===== src/rtl/uart_sync_fifo.sv =====
// uart_sync_fifo: parametrised UART RX/TX buffer; define UART_FIFO_FWFT_EN for first-word-fall-through reads.
// Latency: write counted in level next cycle; read data 1 cycle after rd_en (0 cycles in FWFT mode).
// Backpressure: write at full (without read) and read at empty are dropped and latch sticky overflow/underflow.
module uart_sync_fifo #(
  parameter int DATA_W    = 8,
  parameter int ADDR_W    = 4,
  parameter int AFULL_TH  = (1 << ADDR_W) - 2,
  parameter int AEMPTY_TH = 1
) (
  input  logic              clk,
  input  logic              rst,
  input  logic              wr_en,
  input  logic [DATA_W-1:0] wr_data,
  input  logic              rd_en,
  output logic [DATA_W-1:0] rd_data,
  output logic              rd_valid,
  output logic              fifo_empty,
  output logic              fifo_full,
  output logic              almost_full,
  output logic              almost_empty,
  output logic [ADDR_W:0]   level,
  output logic              overflow,
  output logic              underflow,
  input  logic              clr_err
);

  localparam int DEPTH = 1 << ADDR_W;
  localparam logic [ADDR_W:0] DEPTH_L = DEPTH[ADDR_W:0];
  localparam logic [ADDR_W:0] AF_L    = AFULL_TH[ADDR_W:0];
  localparam logic [ADDR_W:0] AE_L    = AEMPTY_TH[ADDR_W:0];

  logic [DATA_W-1:0] mem [DEPTH];
  logic [ADDR_W-1:0] wptr;
  logic [ADDR_W-1:0] rptr;
  logic              rd_ok;
  logic              wr_ok;

  // Flags come from the registered level only, never from this cycle's requests.
  assign fifo_empty   = (level == '0);
  assign fifo_full    = (level == DEPTH_L);
  assign almost_full  = (level >= AF_L);
  assign almost_empty = (level <= AE_L);

  // A read at full frees the head slot, so the paired write is accepted too.
  assign rd_ok = rd_en && !fifo_empty;
  assign wr_ok = wr_en && (!fifo_full || rd_en);

  always_ff @(posedge clk) begin
    if (!rst && wr_ok) begin
      mem[wptr] <= wr_data;
    end
  end

  always_ff @(posedge clk) begin
    if (rst) begin
      wptr      <= '0;
      rptr      <= '0;
      level     <= '0;
      overflow  <= 1'b0;
      underflow <= 1'b0;
    end else begin
      if (wr_ok) begin
        wptr <= wptr + 1'b1;
      end
      if (rd_ok) begin
        rptr <= rptr + 1'b1;
      end
      if (wr_ok && !rd_ok) begin
        level <= level + 1'b1;
      end else if (rd_ok && !wr_ok) begin
        level <= level - 1'b1;
      end
      // A new error in the same cycle as clr_err keeps the flag set.
      if (wr_en && !wr_ok) begin
        overflow <= 1'b1;
      end else if (clr_err) begin
        overflow <= 1'b0;
      end
      if (rd_en && !rd_ok) begin
        underflow <= 1'b1;
      end else if (clr_err) begin
        underflow <= 1'b0;
      end
    end
  end

`ifdef UART_FIFO_FWFT_EN
  assign rd_data  = mem[rptr];
  assign rd_valid = !fifo_empty && !rst;
`else
  always_ff @(posedge clk) begin
    if (rst) begin
      rd_data  <= '0;
      rd_valid <= 1'b0;
    end else begin
      rd_valid <= rd_ok;
      if (rd_ok) begin
        rd_data <= mem[rptr];
      end
    end
  end
`endif

endmodule


===== config.mk =====
export PLATFORM = sky130hd
export DESIGN_NAME = uart_sync_fifo
export DESIGN_NICKNAME = d
export VERILOG_FILES = /design/src/rtl/uart_sync_fifo.sv
export SDC_FILE = /design/constraint.sdc
export NUM_CORES = 1
export LEC_CHECK = 0
export CORE_ASPECT_RATIO = 0.9
export CORE_MARGIN = 2
export CORE_UTILIZATION = 53
export CTS_CLUSTER_DIAMETER = 100
export CTS_CLUSTER_SIZE = 28
export DETAILED_ROUTE_END_ITERATION = 12
export PLACE_DENSITY = 0.75
export SETUP_SLACK_MARGIN = 0.3
export SLEW_MARGIN = 5
export SYNTH_ARGS = -nofsm -noshare
export SYNTH_HDL_FRONTEND = slang
export SYNTH_SLANG_ARGS = --single-unit

===== constraint.sdc =====
create_clock -name clk -period 2.58 [get_ports clk]
set_input_delay 0.387 -clock clk [delete_from_list [all_inputs] [get_ports clk]]
set_output_delay 0.387 -clock clk [all_outputs]
set_load 0.05 [all_outputs]

== Word level (Yosys, flattened, before mapping) ==
Memories as Yosys holds them, arrays and structs flattened. A register that Yosys moved wholly into a read port is not among the register bits.
Cells that the tools add are included.
W data, S select, Z words.

* Input port bits: 13
* Bits in registers: 16
* Memory bits (writable): 128
* Output and inout bits: 20
* Memories: 1

{| class="wikitable"
|+ Memory list
! name !! words !! width !! read ports !! clocked after Yosys merged registers in !! wr ports !! RTL line !! text
|-
| mem || 16 || 8 || 1 || 1 || 1 || 32 || <nowiki>logic [DATA_W-1:0] mem [DEPTH];</nowiki>
|}

* $add $sub $neg: 4
* Order comparisons: 2
* Reduce and logical (&&, ||, !) cells: 17
* Equality and inequality tests: 1
* Muxes and demuxes: 7

{| class="wikitable"
|+ Operators with widths
! cell !! number
|-
| $mux W5 || 2
|-
| $add A4 B1 Y4 const B || 2
|-
| $logic_and A1 B1 Y1 || 7
|-
| $reduce_bool A2 Y1 || 3
|-
| $add A5 B1 Y5 const B || 1
|-
| $eq A5 B5 Y1 const B || 1
|-
| $ge A5 B4 Y1 const B || 1
|-
| $le A5 B1 Y1 const B || 1
|-
| $logic_not A1 Y1 || 5
|-
| $logic_not A5 Y1 || 1
|-
| $mux W1 || 5
|-
| $sub A5 B1 Y5 const B || 1
|-
| $logic_or A1 B1 Y1 || 1
|}

== Logic depth before layout (Yosys ltp) ==
Gate-level depths: netlist of the first run.

* Depth in word-level cells: 8
* Depth in mapped cells: 11

== Least setup slack after synthesis of the first run ==
No wires, ideal clock.

* Kind: reg-to-reg
* Start point: register level[0]
* End point: memory mem[0][0], enable pin
* Stages on the path, launching flop included: 8
* Arrival: 2621 ps
* Path slack: -425 ps
* Path buffers: 0
* Data required time: 2197 ps
* Clock period less this slack: 3005 ps
* Cell sequence: dfxtp_1 -> inv_1 -> ha_1 -> nand4bb_1 -> inv_1 -> a211oi_2 -> nand2_1 -> nor3_1

* Longest elaborated chain between the ends: 7

{| class="wikitable"
|+ Ends and longest elaborated chain
! what !! RTL line !! text
|-
| start, declared || 21 || <nowiki>output logic [ADDR_W:0] level,</nowiki>
|-
| start signal, assigned || 69 || <nowiki>level <= level + 1'b1;</nowiki>
|-
| start signal, assigned || 71 || <nowiki>level <= level - 1'b1;</nowiki>
|-
| $eq A5 B5 Y1 || 40 || <nowiki>assign fifo_full = (level == DEPTH_L);</nowiki>
|-
| net fifo_full || 18 || <nowiki>output logic fifo_full,</nowiki>
|-
| $logic_not A1 Y1 || 46 || <nowiki>assign wr_ok = wr_en && (!fifo_full || rd_en);</nowiki>
|-
| $logic_or A1 B1 Y1 || 46 ||
|-
| $logic_and A1 B1 Y1 || 46 ||
|-
| $logic_and A1 B1 Y1 || 49 || <nowiki>if (!rst && wr_ok) begin</nowiki>
|-
| $mux W1 || 49 ||
|-
| $mux W1 (not written as such) || 50 || <nowiki>mem[wptr] <= wr_data;</nowiki>
|-
| end, declared || 32 ||
|}

The timed path passes the listed nets, and every way through them passes these cells.

== Worst setup path after layout of the first run ==
* Start point: register level[0]
* End point: output port fifo_empty

* Longest elaborated chain between the ends: 1

{| class="wikitable"
|+ Ends and longest elaborated chain
! what !! RTL line !! text
|-
| $logic_not A5 Y1 || 39 || <nowiki>assign fifo_empty = (level == '0);</nowiki>
|-
| end, declared || 17 || <nowiki>output logic fifo_empty,</nowiki>
|}

Every way passes these cells.

==> results.py, run 1 <==
metrics = {
    "critical_path": {
        "rr_endpoint": "level[4]",
        "cp_max_fo": 7,
        "worstPathArrival_ns": 1.83,
        "crit_start": "level[0]",
        "worst_r2r_path_depth": 10,
        "critPathTopFamily": "simple AND/OR/NAND/NOR gates",
        "slowest_delay_ns": 0.53,
        "critical_path_required_ns": 2.19,
        "worst-r2r-setup-slack_ns": 0.43,
        "end_kind": "output pin",
        "slowest_stage": "or4b_4",
        "path_buf_inv": 3,
        "crit_chain": "inv_4, ha_4, or4b_4, inv_1, buf_6",
        "startpoint_type": "flip-flop",
        "crit_type": "flip-flop to output pin",
        "r2r_start": "level[0]",
    },
    "final_layout": {
        "drive_gt1_share_pct": 29.66,
        "n_fill_cell": 782,
        "regArea_um2": 4337,
        "antenna_cells": 0,
        "area_delta_synth_final_pct": 21.64,
        "nets": 419,
        "multi_input_area_um2": 1821,
    },
    "floorplan": {
        "start_util_pct": 54.28,
        "die_x_um": 117.8,
        "fp-row-count": 37,
        "core_area_um2": 11390,
        "top_level_ports": 33,
        "design.die.area_um2": 12550,
        "die_y_um": 106.5,
    },
    "worst_hold_path": {
        "min_to": "overflow",
        "hp-class": "flip-flop to flip-flop",
        "hold_start": "overflow",
        "holdPathStages": 2,
    },
    "cts": {
        "cts_tree": "yes",
        "insertion_delay_ns": 0.42,
        "ctsRootBufferMaster": "clkbuf_16",
        "h-tree-depth": 4,
        "path_clk_slew_ns": 0.06,
        "clock_path_buffers": 2,
        "numCtsBuffers": 17,
        "clock-sinks": 152,
    },
    "power": {
        "vdd_drop_max_uv": 556.2,
        "power_mw": 7.186,
        "p_per_area_nw_per_um2": 955.6,
        "p_leak_nw": 2.420,
    },
    "logic_synthesis": {
        "ys_types": 37,
        "synth_area_leaders": "edfxtp_1 62%, mux4_2 12%, dfxtp_1 7.8%, mux2i_1 2.9%, ha_1 2.2%",
        "avgSynthCellArea_um2": 18.24,
        "ys_seq_area_share_pct": 69.95,
        "synth_nets": 363,
        "synth_top_area_share_pct": 62.17,
        "synth_edf_count": 128,
        "ys_ff_latch": 152,
        "netlist_area_um2": 6182,
        "yosys.area.top_type": "edfxtp_1",
        "synth_cells": 339,
        "synthArstFlopShare_pct": 0,
        "ys_warn_count": 0,
        "synthFlopType": "edfxtp_1",
    },
    "drt": {
        "drtIter0Drc": 352,
        "avgViaCountPerCell": 5.761,
        "routed_wl_um": 11950,
        "wl_per_cell_um": 21.19,
        "post-route-drc-count": 0,
        "detail-route-antenna-nets": 0,
        "vias": 3249,
        "first_pass_iters": 4,
    },
    "placed_design": {
        "portBuffers": 32,
        "gp_congestion": 0.7750,
        "hpwl_um": 7393,
        "dp_slack_ns": 0.2288,
    },
    "timing": {
        "fin_ws_ns": 0.3656,
        "relSlewSlack_pct": 58.81,
        "rsz0062_at_grt": "yes",
        "setup_tns_ns": 0,
        "tightest_slew_ns": 0.6171,
        "hold_viol": 0,
        "setup_viol": 0,
        "fin_skew_ns": 0.008947,
        "period_share_pct": 85.83,
        "fmax_ghz": 0.4516,
        "hold_ws_ns": 0.4888,
        "slew_viol_final": 0,
        "fin_crit_ns": 2.214,
    },
    "global_routing": {
        "grt_antenna_before_repair": 0,
        "track_usage_pct": 20.37,
        "overflow": 0,
        "grt_max_degree": 35,
        "grt_pass1_vias": 3287,
        "grt_pass1_wl_um": 18440,
    },
    "run_status": {
        "status": "finished clean",
    },
    "run": {
        "cap_violations": 0,
    },
}
-- metal layers --
| metal | global-route usage [%] | up-vias | wire length, um |
|---|---|---|---|
| met5 | 0 | - | 0 |
| met4 | 7.831 | 0 | 219 |
| met3 | 5.472 | 17 | 829 |
| met2 | 32.85 | 126 | 6043 |
| met1 | 26.78 | 1652 | 4861 |
| li1 | - | 1454 | - |
-- sequential cells by signal, summed over array words and instances (netlist names) --
register	count
rd_data	8
level	5
wptr	4
overflow	1
rd_valid	1
rptr	4
underflow	1
mem	128
-- placed cells by master (no fill, tap or decap), types with 6 or more instances in the layout --
cell type,instances
clkdlybuf4s50_1,28
dfxtp_1,18
inv_1,6
mux4_2,32
clkbuf_16,17
nor2_1,23
mux2i_1,18
ha_1,9
o221ai_2,8
nand3b_1,8
a21oi_1,7
buf_4,22
edfxtp_1,128
-- cell usage after synthesis (all sizes together) (7+ instances only) --
cell type / instances
mux2i: 18
nand2: 7
inv: 9
mux4: 32
nand3b: 8
edfxtp: 128
ha: 11
o221ai: 8
dfxtp: 24
a21oi: 9
nor2: 25
buf: 14
-- kinds of logic (layout without fill, tap and decap cells) --
family	Yosys count	count (layout)	synth area share [%]
adders and majority gates	11	11	2.226
AOI/OAI and AO/OA	24	24	3.481
buffers and inverters	28	97	2.469
DFF	152	152	69.95
and+or+nand+nor	65	65	6.031
xor gates and xnor gates	9	9	1.275
muxes	50	50	14.57
-- power by group --
| group | total, mW | internal (mW) | switching (mW) |
|---|---|---|---|
| Sequential | 2.94 | 2.80 | 0.147 |
| Clock | 2.52 | 1.54 | 0.978 |
| Combinational | 1.73 | 0.720 | 1.01 |
| Total | 7.19 | 5.05 | 2.13 |
-- how the worst max path moves through the flow --
stage | end | slack (ns) | cells after the start
final | fifo_empty | 0.37 | 5
after global placement | level[4] | 0.27 | 8
after CTS | fifo_empty | 0.31 | 5
after detailed placement | level[4] | 0.23 | 8
after floorplan | mem[15][0] | 0.20 | 6
after global routing | level[4] | 0.28 | 10
-- area by class of cell --
type / count / area share, %
clock buffer: 20 / 5.807
clock inverter: 12 / 2.180
inverter: 9 / 0.5657
multi-input combinational: 159 / 24.21
sequential: 152 / 57.67
tap: 156 / 2.596
timing repair buffer: 56 / 6.972
-- what timing repair did --
| item | CTS | global route |
|---|---|---|
| gates cloned | 0 | 0 |
| setup buffers | 1 | 1 |
| pin swaps | 0 | 1 |
| resized for setup | 3 | 3 |
| hold buffers | 0 | 0 |
| setup endpoints to repair | 4 | 12 |
-- worst min-delay path, cell delays in order, from the launching register on --
cell      delay, ns
dfxtp_1        0.31
nand2b_1       0.07
a21oi_1        0.06
-- stage by stage --
stage,util [%],cell area [um2],std cells
global placement,60.50,6890,530
finish,66.03,7520,564
detailed placement,60.50,6890,530
floorplan,-,6317,339
CTS,65.81,7495,563
global route,66.03,7520,564
Note: power is estimated with default switching activity, not from simulation.
==> run 2: changes to the inputs <==
- CELL_PAD_IN_SITES_DETAIL_PLACEMENT: not set -> 1
- CELL_PAD_IN_SITES_GLOBAL_PLACEMENT: not set -> 1
- CORE_MARGIN: 2 -> not set
- CORE_UTILIZATION: 53 -> 46
- PLACE_DENSITY: 0.75 -> not set
- PLACE_DENSITY_LB_ADDON: not set -> 0.1
==> run 2 against run 1 <==
Register-to-register slack got worse by 0.03 ns. Non-clock buffer count rose by 1. Total power fell by 1.3%. Core utilization fell by 7.8 points. Final area fell by 0.23%. Via count fell by 2.5%. Count of clock-buffer cells in the layout fell by 1. Clock skew fell by 0.0035 ns. Highest routed layer unchanged.
==> results.py, run 2 (same netlist as run 1, synthesis figures left out) <==
metrics = {
    "run": {
        "cap_violations": 0,
    },
    "floorplan": {
        "top_level_ports": 33,
        "fp-row-count": 39,
        "start_util_pct": 47.99,
        "design.die.area_um2": 13910,
        "die_y_um": 112.0,
        "die_x_um": 124.2,
        "core_area_um2": 12880,
    },
    "drt": {
        "detail-route-antenna-nets": 0,
        "first_pass_iters": 4,
        "drtIter0Drc": 164,
        "post-route-drc-count": 0,
        "wl_per_cell_um": 22.30,
        "avgViaCountPerCell": 5.550,
        "vias": 3169,
        "routed_wl_um": 12730,
    },
    "global_routing": {
        "grt_antenna_before_repair": 0,
        "grt_max_degree": 36,
        "overflow": 0,
        "grt_pass1_wl_um": 19810,
        "grt_pass1_vias": 3360,
        "track_usage_pct": 19.88,
    },
    "cts": {
        "ctsRootBufferMaster": "clkbuf_16",
        "h-tree-depth": 4,
        "insertion_delay_ns": 0.42,
        "clock-sinks": 152,
        "clock_path_buffers": 2,
        "cts_tree": "yes",
        "path_clk_slew_ns": 0.06,
        "numCtsBuffers": 17,
    },
    "final_layout": {
        "largestRegisters": "mem (128), rd_data (8), level (5)",
        "area_delta_synth_final_pct": 21.35,
        "nets": 420,
        "drive_gt1_share_pct": 29.73,
        "antenna_cells": 0,
        "fin_util_pct": 58.24,
        "layout_common_cells": "128 x edfxtp_1, 32 x mux4_2, 28 x clkdlybuf4s50_1",
        "final_area_um2": 7502,
        "largest_reg_flops": 128,
        "layout_commonest_cell": "edfxtp_1",
        "regMostFlops": "mem",
    },
    "timing": {
        "fin_crit_ns": 2.227,
        "period_share_pct": 86.34,
        "relSlewSlack_pct": 56.24,
        "fin_skew_ns": 0.005465,
        "fmax_ghz": 0.4489,
        "slew_viol_final": 0,
        "hold_viol": 0,
        "tightest_slew_ns": 0.6543,
        "setup_viol": 0,
        "rsz0062_at_grt": "yes",
        "hold_ws_ns": 0.4870,
        "setup_tns_ns": 0,
    },
    "worst_hold_path": {
        "holdPathStages": 2,
        "hp-class": "flip-flop to flip-flop",
    },
    "critical_path": {
        "critical_path_required_ns": 2.19,
        "crit_type": "flip-flop to output pin",
        "startpoint_type": "flip-flop",
        "worstPathArrival_ns": 1.84,
        "end_kind": "output pin",
        "worst_r2r_path_depth": 8,
        "cp_max_fo": 7,
    },
    "placed_design": {
        "hpwl_um": 8354,
        "portBuffers": 32,
        "gp_congestion": 0.7612,
        "place_area_um2": 6928,
    },
    "run_status": {
        "status": "finished clean",
    },
    "power": {
        "vdd_drop_max_uv": 696.1,
        "p_per_area_nw_per_um2": 945.4,
        "power_mw": 7.093,
        "p_leak_nw": 2.424,
    },
}
==> run 2: cell types whose count changed in the layout (fill, tap and decap cells not counted), sizes merged <==
cell      previous run  this run
buf                 25        26
inv                 13         8
clkinvlp             4         2
clkinv               1         7
clkbuf              20        19
==> run 2: critical path, stage by stage (launching register included) <==
cell,delay [ns]
dfxtp_4,0.38
inv_4,0.08
ha_4,0.15
or4b_4,0.53
inv_1,0.12
buf_6,0.16
==> run 2: worst paths after layout <==
check,startpoint,to,slack (ns)
hold reg to reg,overflow,overflow,0.49
setup reg to reg,level[0],mem[5][3],0.40
hold / removal,overflow,overflow,0.49
setup / recovery,level[0],fifo_empty,0.35
==> run 2: stage by stage <==
stage	setup WS [ns]	std cells
2_1_floorplan	0.2027	339
3_3_place_gp	0.2176	540
3_5_place_dp	0.1924	540
4_1_cts	0.3068	571
5_1_grt	0.2904	571
6_report	0.3525	571
==> run 2: final cells by class <==
cell class                      count  area (um2)
Clock buffer                       19       432.9
Clock inverter                     11       132.6
Fill cell                        1158        5380
Inverter                            9       42.54
Multi-Input combinational cell    159        1821
Sequential cell                   152        4337
Tap cell                          164       205.2
Timing Repair Buffer               57       531.8
==> run 2: power breakdown <==
| group | internal, mW | switching [mW] | total (mW) |
|---|---|---|---|
| combinational | 0.726 | 1.04 | 1.76 |
| sequential | 2.80 | 0.136 | 2.93 |
| clock | 1.49 | 0.902 | 2.40 |
==> run 2: timing repair <==
action                                  in CTS  in global routing
endpoints found under the setup margin       4                  4
hold buffers                                 0                  0
gates resized for setup                      3                  3
cloned                                       0                  0
buffers inserted                             1                  0
==> run 2: per-layer routing <==
metal  up-vias  track usage, %  wire, um
met2        44           30.42      6155
met1      1653           27.78      6029
met4         0           7.470       160
met5         -               0         0
li1       1461               -         -
met3        11           4.805       386
==> run 3: changes to the inputs <==
- CORE_UTILIZATION: 46 -> 51
- clock period: 2.58 -> 2.1 ns (I/O delays scaled with it)
==> run 3 against run 2 <==
The run now ends with setup timing left. Cell count up 5.6%. Register-to-register slack worse by 0.47 ns. Die area decreased by 9.6%. Hold slack improved by 0.022 ns. Critical path depth up 6. Combinational power increased by 65%. First-iteration DRC count is 70% higher. Global-route usage grew 9.9 points.
==> results.py, run 3 (same netlist as run 1, synthesis figures left out) <==
metrics = {
    "run_status": {
        "status": "complete, but fails checks",
        "violations": "setup timing",
    },
    "final_layout": {
        "largestRegisters": "mem (128), rd_data (8), level (5)",
        "largest_reg_flops": 128,
        "regMostFlops": "mem",
        "nets": 458,
        "antenna_cells": 0,
        "area_delta_synth_final_pct": 33.74,
        "layout_commonest_cell": "edfxtp_1",
        "layout_common_cells": "128 x edfxtp_1, 32 x mux4_2, 29 x buf_4",
        "fin_util_pct": 71.15,
        "drive_gt1_share_pct": 43.18,
    },
    "timing": {
        "relSlewSlack_pct": 53.85,
        "tightest_slew_ns": 0.6901,
        "fin_ws_ns": -0.07209,
        "period_share_pct": 103.4,
        "fmax_ghz": 0.4604,
        "setup_viol": 21,
        "rsz0062_at_grt": "yes",
        "hold_ws_ns": 0.5086,
        "fin_skew_ns": 0.01470,
        "slew_viol_final": 0,
        "hold_viol": 0,
        "fin_crit_ns": 2.172,
    },
    "cts": {
        "h-tree-depth": 4,
        "numCtsBuffers": 17,
        "ctsRootBufferMaster": "clkbuf_16",
        "clock_path_buffers": 2,
        "path_clk_slew_ns": 0.06,
        "clock-sinks": 152,
        "insertion_delay_ns": 0.43,
        "cts_tree": "yes",
    },
    "power": {
        "intPower_mw": 6.330,
        "p_seq_share_pct": 37.8,
        "switchingPower_mw": 3.043,
        "p_per_area_nw_per_um2": 1134,
        "power_frac_comb_pct": 31.1,
        "vdd_drop_max_uv": 701.4,
        "p_clk_share_pct": 31.1,
        "p_leak_nw": 2.749,
        "switching_share_pct": 32.47,
    },
    "floorplan": {
        "top_level_ports": 33,
        "fp-row-count": 37,
        "die_y_um": 106.5,
        "start_util_pct": 53.20,
        "design.die.area_um2": 12570,
        "die_x_um": 118.1,
        "core_area_um2": 11620,
    },
    "critical_path": {
        "worst-r2r-setup-slack_ns": -0.07,
        "end_kind": "flip-flop",
        "worstPathArrival_ns": 2.46,
        "crit_type": "flip-flop to flip-flop",
        "slowest_stage": "or4b_4",
        "crit_chain": "inv_4, ha_4, or4b_4, buf_6, nand2_8, ha_4, buf_6, nand4_1, a21oi_2, xnor2_1, nor2_1",
        "slowest_delay_ns": 0.50,
        "startpoint_type": "flip-flop",
        "cp_max_fo": 4,
        "critical_path_required_ns": 2.39,
    },
    "drt": {
        "vias": 3586,
        "avgViaCountPerCell": 5.947,
        "wl_per_cell_um": 28.88,
        "first_pass_iters": 5,
        "post-route-drc-count": 0,
        "detail-route-antenna-nets": 0,
        "drtIter0Drc": 279,
        "routed_wl_um": 17410,
    },
    "worst_hold_path": {
        "hp-class": "flip-flop to flip-flop",
    },
    "global_routing": {
        "grt_use_met2_pct": 49.03,
        "use_met1_pct": 38.60,
        "grt-busiest-layer": "met2",
        "grt_antenna_before_repair": 0,
        "track_usage_pct": 29.77,
        "grt_pass1_wl_um": 25860,
        "use_met3_pct": 8.476,
        "grt_pass1_vias": 3922,
        "overflow": 0,
        "grt_max_degree": 28,
    },
    "placed_design": {
        "dp_slack_ns": -0.2552,
        "portBuffers": 32,
        "gp_congestion": 0.7550,
        "hpwl_um": 9367,
    },
    "run": {
        "cap_violations": 0,
    },
}
## run 3: cell types whose count changed in the layout (fill, tap and decap cells not counted), sizes merged, moves of 2 or more
cell and change:
buf +41, bufinv -2, clkbuf +2, clkdlybuf4s50 -16, dlygate4sd2 +10, inv +3
## run 3: path summary, 6_finish.rpt
kind / startpoint / endpoint / cells past startpoint
setup / recovery: level[0] / level[3] / 11
hold / removal: rd_data[1] / rd_data[1] / 2
setup reg to reg: level[0] / level[3] / 11
hold reg to reg: rd_data[1] / rd_data[1] / 2
## run 3: critical path, delay by kind of cell (launching register included)
kind / cells / cell delay (ns)
AOI/OAI and AO/OA: 1 / 0.19
and+or+nand+nor: 4 / 0.74
buffers and inverters: 3 / 0.32
xor gates and xnor gates: 1 / 0.14
adders and majority gates: 2 / 0.28
DFF: 1 / 0.35
## run 3: what timing repair did
item	CTS	global route
endpoints found under the setup margin	161	154
resized for setup	61	20
buffers inserted	14	8
hold buffers	0	0
pin swaps	25	17
## run 3: layer usage
layer | up-vias | part of all wire [%] | routed length [um]
met5 | - | 0 | 0
met1 | 1890 | 41 | 7055
met4 | 0 | 1.9 | 336
met3 | 25 | 5.5 | 952
li1 | 1530 | - | -
met2 | 141 | 52 | 9067
## run 3: power by group through the flow
stage,Combinational (mW),Clock [mW],Sequential [mW]
6_report,2.91,2.91,3.55
5_1_grt,3.05,3.07,3.56
4_1_cts,2.69,2.92,3.54
3_5_place_dp,2.45,0,3.60
3_3_place_gp,2.39,0,3.59
2_1_floorplan,1.33,0,3.95
## run 3: cell type report
type	instances	area (um2)
sequential	152	4339
multi-input combinational	159	2047
tap	156	195.2
fill	935	3352
timing repair buffer	95	1089
clock inverter	14	123.9
inverter	9	45.04
clock buffer	18	429.2
## run 3: metrics by stage
stage	total power, mW	area (um2)	setup TNS (ns)	instances
3_3_place_gp	5.977	7283	-9.064	549
3_5_place_dp	6.045	7283	-21.35	549
2_1_floorplan	5.280	6366	-19.05	339
6_report	9.373	8268	-0.6828	603
4_1_cts	9.151	8129	-0.02922	595
5_1_grt	9.679	8268	-2.897	603
